==> config.mk <==
export PLATFORM = sky130hd
export DESIGN_NAME = axi_channel_arbiter
export DESIGN_NICKNAME = d
export VERILOG_FILES = /design/src/rtl/axi_channel_arbiter.sv
export SDC_FILE = /design/constraint.sdc
export NUM_CORES = 1
export LEC_CHECK = 0
export ABC_AREA = 1
export CAP_MARGIN = 10
export CORE_AREA = 2 2 257 259
export DETAILED_ROUTE_END_ITERATION = 8
export DIE_AREA = 0 0 259 261
export GPL_TIMING_DRIVEN = 0
export PLACE_DENSITY = 0.36
export SYNTH_ARGS = -nofsm -noshare
export SYNTH_HDL_FRONTEND = slang
export SYNTH_SLANG_ARGS = --single-unit
==> constraint.sdc <==
create_clock -name clock -period 1.9 [get_ports clock]
set_input_delay 0.285 -clock clock [delete_from_list [all_inputs] [get_ports clock]]
set_output_delay 0.285 -clock clock [all_outputs]
set_load 0.01 [all_outputs]
==> src/rtl/axi_channel_arbiter.sv <==
// axi_channel_arbiter
// Packet-locked round-robin arbiter that lets four ADC sample streams
// (ch00, ch01, ch20, ch21) share one downstream weighting stage. Whole
// tlast-delimited packets are forwarded through a single registered output
// slice. Each beat is tagged with its source channel on m_axis_tid.
//
// Optional feature: define AXI_ARB_TIMEOUT_EN to abandon a granted packet
// after TIMEOUT_CYCLES consecutive cycles without a valid beat from the
// granted source. When the macro is not defined, the grant is held until
// tlast arrives and timeout_err is tied low.

module axi_channel_arbiter #(
  parameter int DATA_WIDTH     = 128,
  parameter int TIMEOUT_CYCLES = 256
) (
  input  logic                  clock,
  input  logic                  reset,
  input  logic [3:0]            ch_enable,

  input  logic [DATA_WIDTH-1:0] s00_axis_tdata,
  input  logic                  s00_axis_tvalid,
  input  logic                  s00_axis_tlast,
  output logic                  s00_axis_tready,

  input  logic [DATA_WIDTH-1:0] s01_axis_tdata,
  input  logic                  s01_axis_tvalid,
  input  logic                  s01_axis_tlast,
  output logic                  s01_axis_tready,

  input  logic [DATA_WIDTH-1:0] s20_axis_tdata,
  input  logic                  s20_axis_tvalid,
  input  logic                  s20_axis_tlast,
  output logic                  s20_axis_tready,

  input  logic [DATA_WIDTH-1:0] s21_axis_tdata,
  input  logic                  s21_axis_tvalid,
  input  logic                  s21_axis_tlast,
  output logic                  s21_axis_tready,

  output logic [DATA_WIDTH-1:0] m_axis_tdata,
  output logic                  m_axis_tvalid,
  output logic                  m_axis_tlast,
  output logic [1:0]            m_axis_tid,
  input  logic                  m_axis_tready,

  output logic                  timeout_err
);

  typedef enum logic {
    IDLE = 1'b0,
    BUSY = 1'b1
  } state_t;

  state_t                state;
  logic [1:0]            grant;
  logic [1:0]            rr_ptr;

  // Channel index order matches m_axis_tid: 0=ch00, 1=ch01, 2=ch20, 3=ch21.
  logic [3:0]            in_valid;
  logic [3:0]            in_last;
  logic [DATA_WIDTH-1:0] in_data [4];
  logic [3:0]            request;

  logic                  win_found;
  logic [1:0]            win_idx;

  logic                  sel_valid;
  logic                  sel_last;
  logic [DATA_WIDTH-1:0] sel_data;
  logic                  slice_free;
  logic                  busy;
  logic                  accept;

  assign in_valid   = {s21_axis_tvalid, s20_axis_tvalid, s01_axis_tvalid, s00_axis_tvalid};
  assign in_last    = {s21_axis_tlast,  s20_axis_tlast,  s01_axis_tlast,  s00_axis_tlast};
  assign in_data[0] = s00_axis_tdata;
  assign in_data[1] = s01_axis_tdata;
  assign in_data[2] = s20_axis_tdata;
  assign in_data[3] = s21_axis_tdata;

  // Enable only gates new grants; a granted packet runs to completion.
  assign request = in_valid & ch_enable;

  // Round-robin search starting at rr_ptr; scanning offsets high to low lets
  // the smallest offset (closest to rr_ptr) win.
  always_comb begin
    win_found = 1'b0;
    win_idx   = rr_ptr;
    for (int k = 3; k >= 0; k--) begin
      if (request[rr_ptr + 2'(k)]) begin
        win_found = 1'b1;
        win_idx   = rr_ptr + 2'(k);
      end
    end
  end

  assign sel_valid  = in_valid[grant];
  assign sel_last   = in_last[grant];
  assign sel_data   = in_data[grant];
  assign busy       = (state == BUSY);
  assign slice_free = !m_axis_tvalid || m_axis_tready;
  assign accept     = busy && sel_valid && slice_free;

  // Only the granted channel sees ready, and only when the slice can take a beat.
  assign s00_axis_tready = busy && slice_free && (grant == 2'd0);
  assign s01_axis_tready = busy && slice_free && (grant == 2'd1);
  assign s20_axis_tready = busy && slice_free && (grant == 2'd2);
  assign s21_axis_tready = busy && slice_free && (grant == 2'd3);

`ifdef AXI_ARB_TIMEOUT_EN
  localparam int STALL_W = $clog2(TIMEOUT_CYCLES + 1);
  logic [STALL_W-1:0] stall_cnt;

  // Arbitration FSM, output slice and stall watchdog in one registered block.
  always_ff @(posedge clock) begin
    if (reset) begin
      state         <= IDLE;
      grant         <= 2'd0;
      rr_ptr        <= 2'd0;
      m_axis_tdata  <= '0;
      m_axis_tvalid <= 1'b0;
      m_axis_tlast  <= 1'b0;
      m_axis_tid    <= 2'd0;
      stall_cnt     <= '0;
      timeout_err   <= 1'b0;
    end else begin
      timeout_err <= 1'b0;

      if (accept) begin
        m_axis_tdata  <= sel_data;
        m_axis_tlast  <= sel_last;
        m_axis_tid    <= grant;
        m_axis_tvalid <= 1'b1;
      end else if (m_axis_tvalid && m_axis_tready) begin
        m_axis_tvalid <= 1'b0;
      end

      case (state)
        IDLE: begin
          if (win_found) begin
            grant     <= win_idx;
            stall_cnt <= '0;
            state     <= BUSY;
          end
        end
        BUSY: begin
          if (accept) begin
            stall_cnt <= '0;
            if (sel_last) begin
              state  <= IDLE;
              rr_ptr <= grant + 2'd1;
            end
          end else if (!sel_valid) begin
            // The slice is left alone on abandonment; no tlast is invented.
            if (stall_cnt == STALL_W'(TIMEOUT_CYCLES - 1)) begin
              stall_cnt   <= '0;
              state       <= IDLE;
              rr_ptr      <= grant + 2'd1;
              timeout_err <= 1'b1;
            end else begin
              stall_cnt <= stall_cnt + 1'b1;
            end
          end
        end
        default: state <= IDLE;
      endcase
    end
  end
`else
  assign timeout_err = 1'b0;

  // Arbitration FSM and output slice in one registered block.
  always_ff @(posedge clock) begin
    if (reset) begin
      state         <= IDLE;
      grant         <= 2'd0;
      rr_ptr        <= 2'd0;
      m_axis_tdata  <= '0;
      m_axis_tvalid <= 1'b0;
      m_axis_tlast  <= 1'b0;
      m_axis_tid    <= 2'd0;
    end else begin
      if (accept) begin
        m_axis_tdata  <= sel_data;
        m_axis_tlast  <= sel_last;
        m_axis_tid    <= grant;
        m_axis_tvalid <= 1'b1;
      end else if (m_axis_tvalid && m_axis_tready) begin
        m_axis_tvalid <= 1'b0;
      end

      case (state)
        IDLE: begin
          if (win_found) begin
            grant <= win_idx;
            state <= BUSY;
          end
        end
        BUSY: begin
          if (accept && sel_last) begin
            state  <= IDLE;
            rr_ptr <= grant + 2'd1;
          end
        end
        default: state <= IDLE;
      endcase
    end
  end
`endif

endmodule

[After elaboration in Yosys (flattened, before gate mapping)]
Cells that the tools add are included.
Widths: inputs -> output; s select.
Storage, ports and cells
  register bits after elaboration: 137
  output and inout bits: 137
  logic and storage cells: 66
Operators by class
  $add $sub $neg: 4
  $lt $le $gt $ge: 6
  equality and inequality tests: 3
  multiplexer cells: 28
  bitwise operators: 3
  reductions and logical operators: 15
Operator list (number)
  $bmux 128 s2: 1
  $mux 128: 2
  $lt 2x3->1 const B: 5
  $mux 1: 14
  $bmux 1 s2: 6
  $logic_and 1x1->1: 9
  $mux 2: 4
  $add 2x1->2 const B: 2
  $add 2x2->2 const B: 2
  $and 4x4->4: 1
  $eq 2x2->1 const B: 2
  $reduce_and 2->1: 2
  $ge 3x3->1 const B: 1
  $not 2->3: 1
  $eq 2x1->1 const B: 1
  $logic_not 2->1: 1
  $pmux 1 s2: 1
  $reduce_bool 2->1: 1
  $logic_not 1->1: 1
  $logic_or 1x1->1: 1
  $not 1->1: 1

[Longest topological paths before layout]
  depth in word-level cells: 9
  gate-level depth with buffers: 12

[Worst setup path after synthesis]
Ideal clock, no wire load.
  path kind: flip-flop to output port
  start point: register grant[0]
  end point: output s00_axis_tready
  arrival: 1333 ps
  data required time: 1615 ps
  slack: 282 ps
  stages on the path, launching flop included: 8
  cells stage by stage: dfxtp_1 > buf_2 > inv_2 > buf_2 > clkbuf_1 > ha_1 > inv_1 > nor2_1
On the way
  word-level cells in the longest chain between the ends: 2
Ends and longest elaborated chain
  from (decl): RTL line 55  | logic [1:0] grant;
  from (signal assigned): RTL line 195  | grant <= win_idx;
  $logic_not 2->1: RTL line 105  | assign s00_axis_tready = busy && slice_free && (grant == 2'd0);
  $logic_and 1x1->1: RTL line 105
  to (decl): RTL line 23  | output logic s00_axis_tready,
No other way between the ends.

[Worst setup path in the final report]
Ends and elaborated chain as after synthesis.

==> metrics.txt <==
dpl ws=-1.51 ns; Worst-path clk slew=0.07 ns; final hold violation count=0; worst hold stages=3; leading area contributor after synthesis=dfxtp_1; routed len/inst=23.3 um; input/output buffers=662; Finish-stage setup viols=0; status=finished clean; placed inst area=0.0162 sq mm; Net Count, Synth=1,932; gr ovfl total=0; Int Power=0.0105 W; share of the synthesized area in the top cell type=0.324; largest net degree at the start of global routing=17; Cell Count, Final, Fillers Out=2,997; RSZ-0062 raised after global routing=true; clk buf depth=2; Sw Ratio=0.426; commonest cells after routing, fill and taps aside=clkdlybuf4s50_1 (655), nor2_1 (512), o21ai_0 (315), dfxtp_1 (135), a31oi_1 (118); setup_tns=0 ns; CP Launch Type=register; most common cell after layout, fill and taps aside=clkdlybuf4s50_1; share of layout cells above drive strength 1=0.114; crit end category=output port; Max Cap Violations=0; Finished Cell Area=0.0180 sq mm; clock skew=0.0112 ns; Synth area leaders=dfxtp_1 (32%), nor2_1 (23%), o21ai_0 (20%); I/O pin cnt=664; Critical Path RT=1.62 ns; Clock Latency Late Sink=0.48 ns; Max IR drop VDD=0.597 mV; Placed Cells=2,927; TritonCTS Sinks=137; hpwl dp=54.6 mm; RePlAce Congestion=0.918; reg2reg start=grant[0]$_SDFFE_PP0P_; register area share after synthesis=0.324; Die ar.=0.0676 sq mm; Hold Crit Class=in -> reg; crit path DAT=1.60 ns; DRC=0; Post-Route WL=69.7 mm; Hold Path Origin=s01_axis_tdata[35]; Async SR Flop Fraction=0; Die H=261 um; total CTS buffers=17; Tmin final=1.89 ns; die width=259 um; via count of the first global-routing pass=13,061; pwr/cell area=1020 mW/mm^2; Tot Pwr=0.0183 W; Gate power share=0.570; Worst R2R Path Depth=11; Total Nets Final=2,641; reg-to-reg critical path endpoint=m_axis_tdata[77]$_SDFFE_PP0P_; Period Utilization, post-route=0.992; Total Routing Usage GR=0.199; Starting Density=0.130; Slew Limit Headroom=0.497; initial antenna violation count=22; EDFF count, synth=0; Mapped Area=0.00847 sq mm; Mapped Cells=1,401; H-tree depth=4; crit path max fanout=3; Slew @ Worst Pin=0.754 ns; P&R area growth vs syn=112%; post-route ant nets=0; vias per std cell=4.27; setup ws final=0.0149 ns; Fill cells=7,165; Post-Syn Area per Cell=6.04 sq um; Final Max Tran Viols=0; clock share of power=0.209; top_reg_cell synth=dfxtp_1; DR pass1 iterations=5; Flop pwr share=0.221; Synth Warn #=0; Seq cells post-synth=137; via count=12,810; CORE AREA=0.0650 sq mm; CTS tree=done; Synth cell types=24; P_leak=6.76 nW; R2R Setup Slk=0.03 ns; initial DRC count=619; Fmax=530 MHz; Root Buffer=clkbuf_16; crit path kind=reg -> out; Rows=94; Net Sw Power=0.00779 W; first-pass GRT wire length=94.8 mm; Hold EP=m_axis_tdata[35]$_SDFFE_PP0P_
[registers in the layout, indices dropped and copies added (netlist names)]
| name | count |
|---|---|
| m_axis_tdata | 128 |
| grant | 2 |
| m_axis_tid | 2 |
| rr_ptr | 2 |
| busy | 1 |
| m_axis_tlast | 1 |
| m_axis_tvalid | 1 |
[metal layers]
layer	wire, um	GRT usage	up-vias
met2	34500	0.353	525
li1	-	-	6212
met5	148	0	-
met1	27100	0.217	5961
met3	6270	0.0761	90
met4	1730	0.0636	22
[through the flow]
| step | util | hold slack [ns] |
|---|---|---|
| after floorplan | - | 0.354 |
| after global placement | 0.249 | 0.455 |
| after detailed placement | 0.249 | 0.463 |
| after CTS | 0.267 | 0.402 |
| after global routing | 0.276 | 0.423 |
| final | 0.277 | 0.450 |
[cells by family after synthesis]
kind of cell,Yosys count,synth area share
and+or+nand+nor,575,0.257
buffers and inverters,151,0.0759
adders and majority gates,4,0.00591
DFF,137,0.324
other,1,0.000443
AOI/OAI and AO/OA,533,0.337
[area by class of cell]
cell class / instances / area [sq um] / share of cell area
Antenna cell: 10 / 25.0 / 0.00139
Buffer: 128 / 1050 / 0.0584
Clock buffer: 23 / 498 / 0.0277
Clock inverter: 9 / 136 / 0.00758
Inverter: 21 / 101 / 0.00563
Multi-Input combinational cell: 1113 / 5340 / 0.297
Sequential cell: 137 / 2750 / 0.153
Tap cell: 864 / 1080 / 0.0601
Timing Repair Buffer: 691 / 7010 / 0.390
Timing Repair inverter: 1 / 5.00 / 0.000278
[power by group through the flow]
stage	clock network, W	registers, W	logic, W
3_3_place_gp	0	0.00402	0.00927
5_1_grt	0.00407	0.00413	0.0114
4_1_cts	0.00397	0.00399	0.00995
6_report	0.00383	0.00404	0.0104
3_5_place_dp	0	0.00403	0.00925
2_1_floorplan	0	0.00427	0.00384
[worst max-delay path: stages, from the launching register on]
cell       delay, ns
dfxtp_2         0.34
buf_8           0.12
inv_8           0.04
buf_12          0.12
clkbuf_16       0.14
ha_4            0.15
inv_2           0.05
nor2_2          0.03
buf_2           0.13
[synth_stat cells (2+ instances only)]
library cell	count
buf_2	34
o21ai_2	2
nand4_1	3
inv_1	17
a21oi_1	10
o21ai_1	48
inv_2	3
a31oi_1	118
buf_1	2
buf_4	7
clkbuf_1	86
nand3_1	7
o22ai_1	11
nor2_1	525
ha_1	4
o21ai_0	342
nand2_1	39
dfxtp_1	137
[timing repair]
action | CTS | global route
setup buffers | 15 | 6
gates resized for setup | 145 | 196
pin swaps | 3 | 7
endpoints found under the setup margin | 142 | 140
gates cloned | 1 | 8
hold buffers | 0 | 0
[how the worst max path moves through the flow]
stage | cells past startpoint | endpoint | start | slack, ns
floorplan | 7 | s00_axis_tready | grant[0]$_SDFFE_PP0P_ | 0.28
global placement | 6 | m_axis_tdata[16]$_SDFFE_PP0P_ | reset | -1.55
detailed placement | 6 | m_axis_tdata[16]$_SDFFE_PP0P_ | reset | -1.51
CTS | 8 | m_axis_tdata[54]$_SDFFE_PP0P_ | grant[0]$_SDFFE_PP0P_ | -0.08
global route | 12 | m_axis_tdata[80]$_SDFFE_PP0P_ | grant[0]$_SDFFE_PP0P_ | -0.07
finish | 8 | s00_axis_tready | grant[0]$_SDFFE_PP0P_ | 0.01
Power figures use the tool's default switching activity.
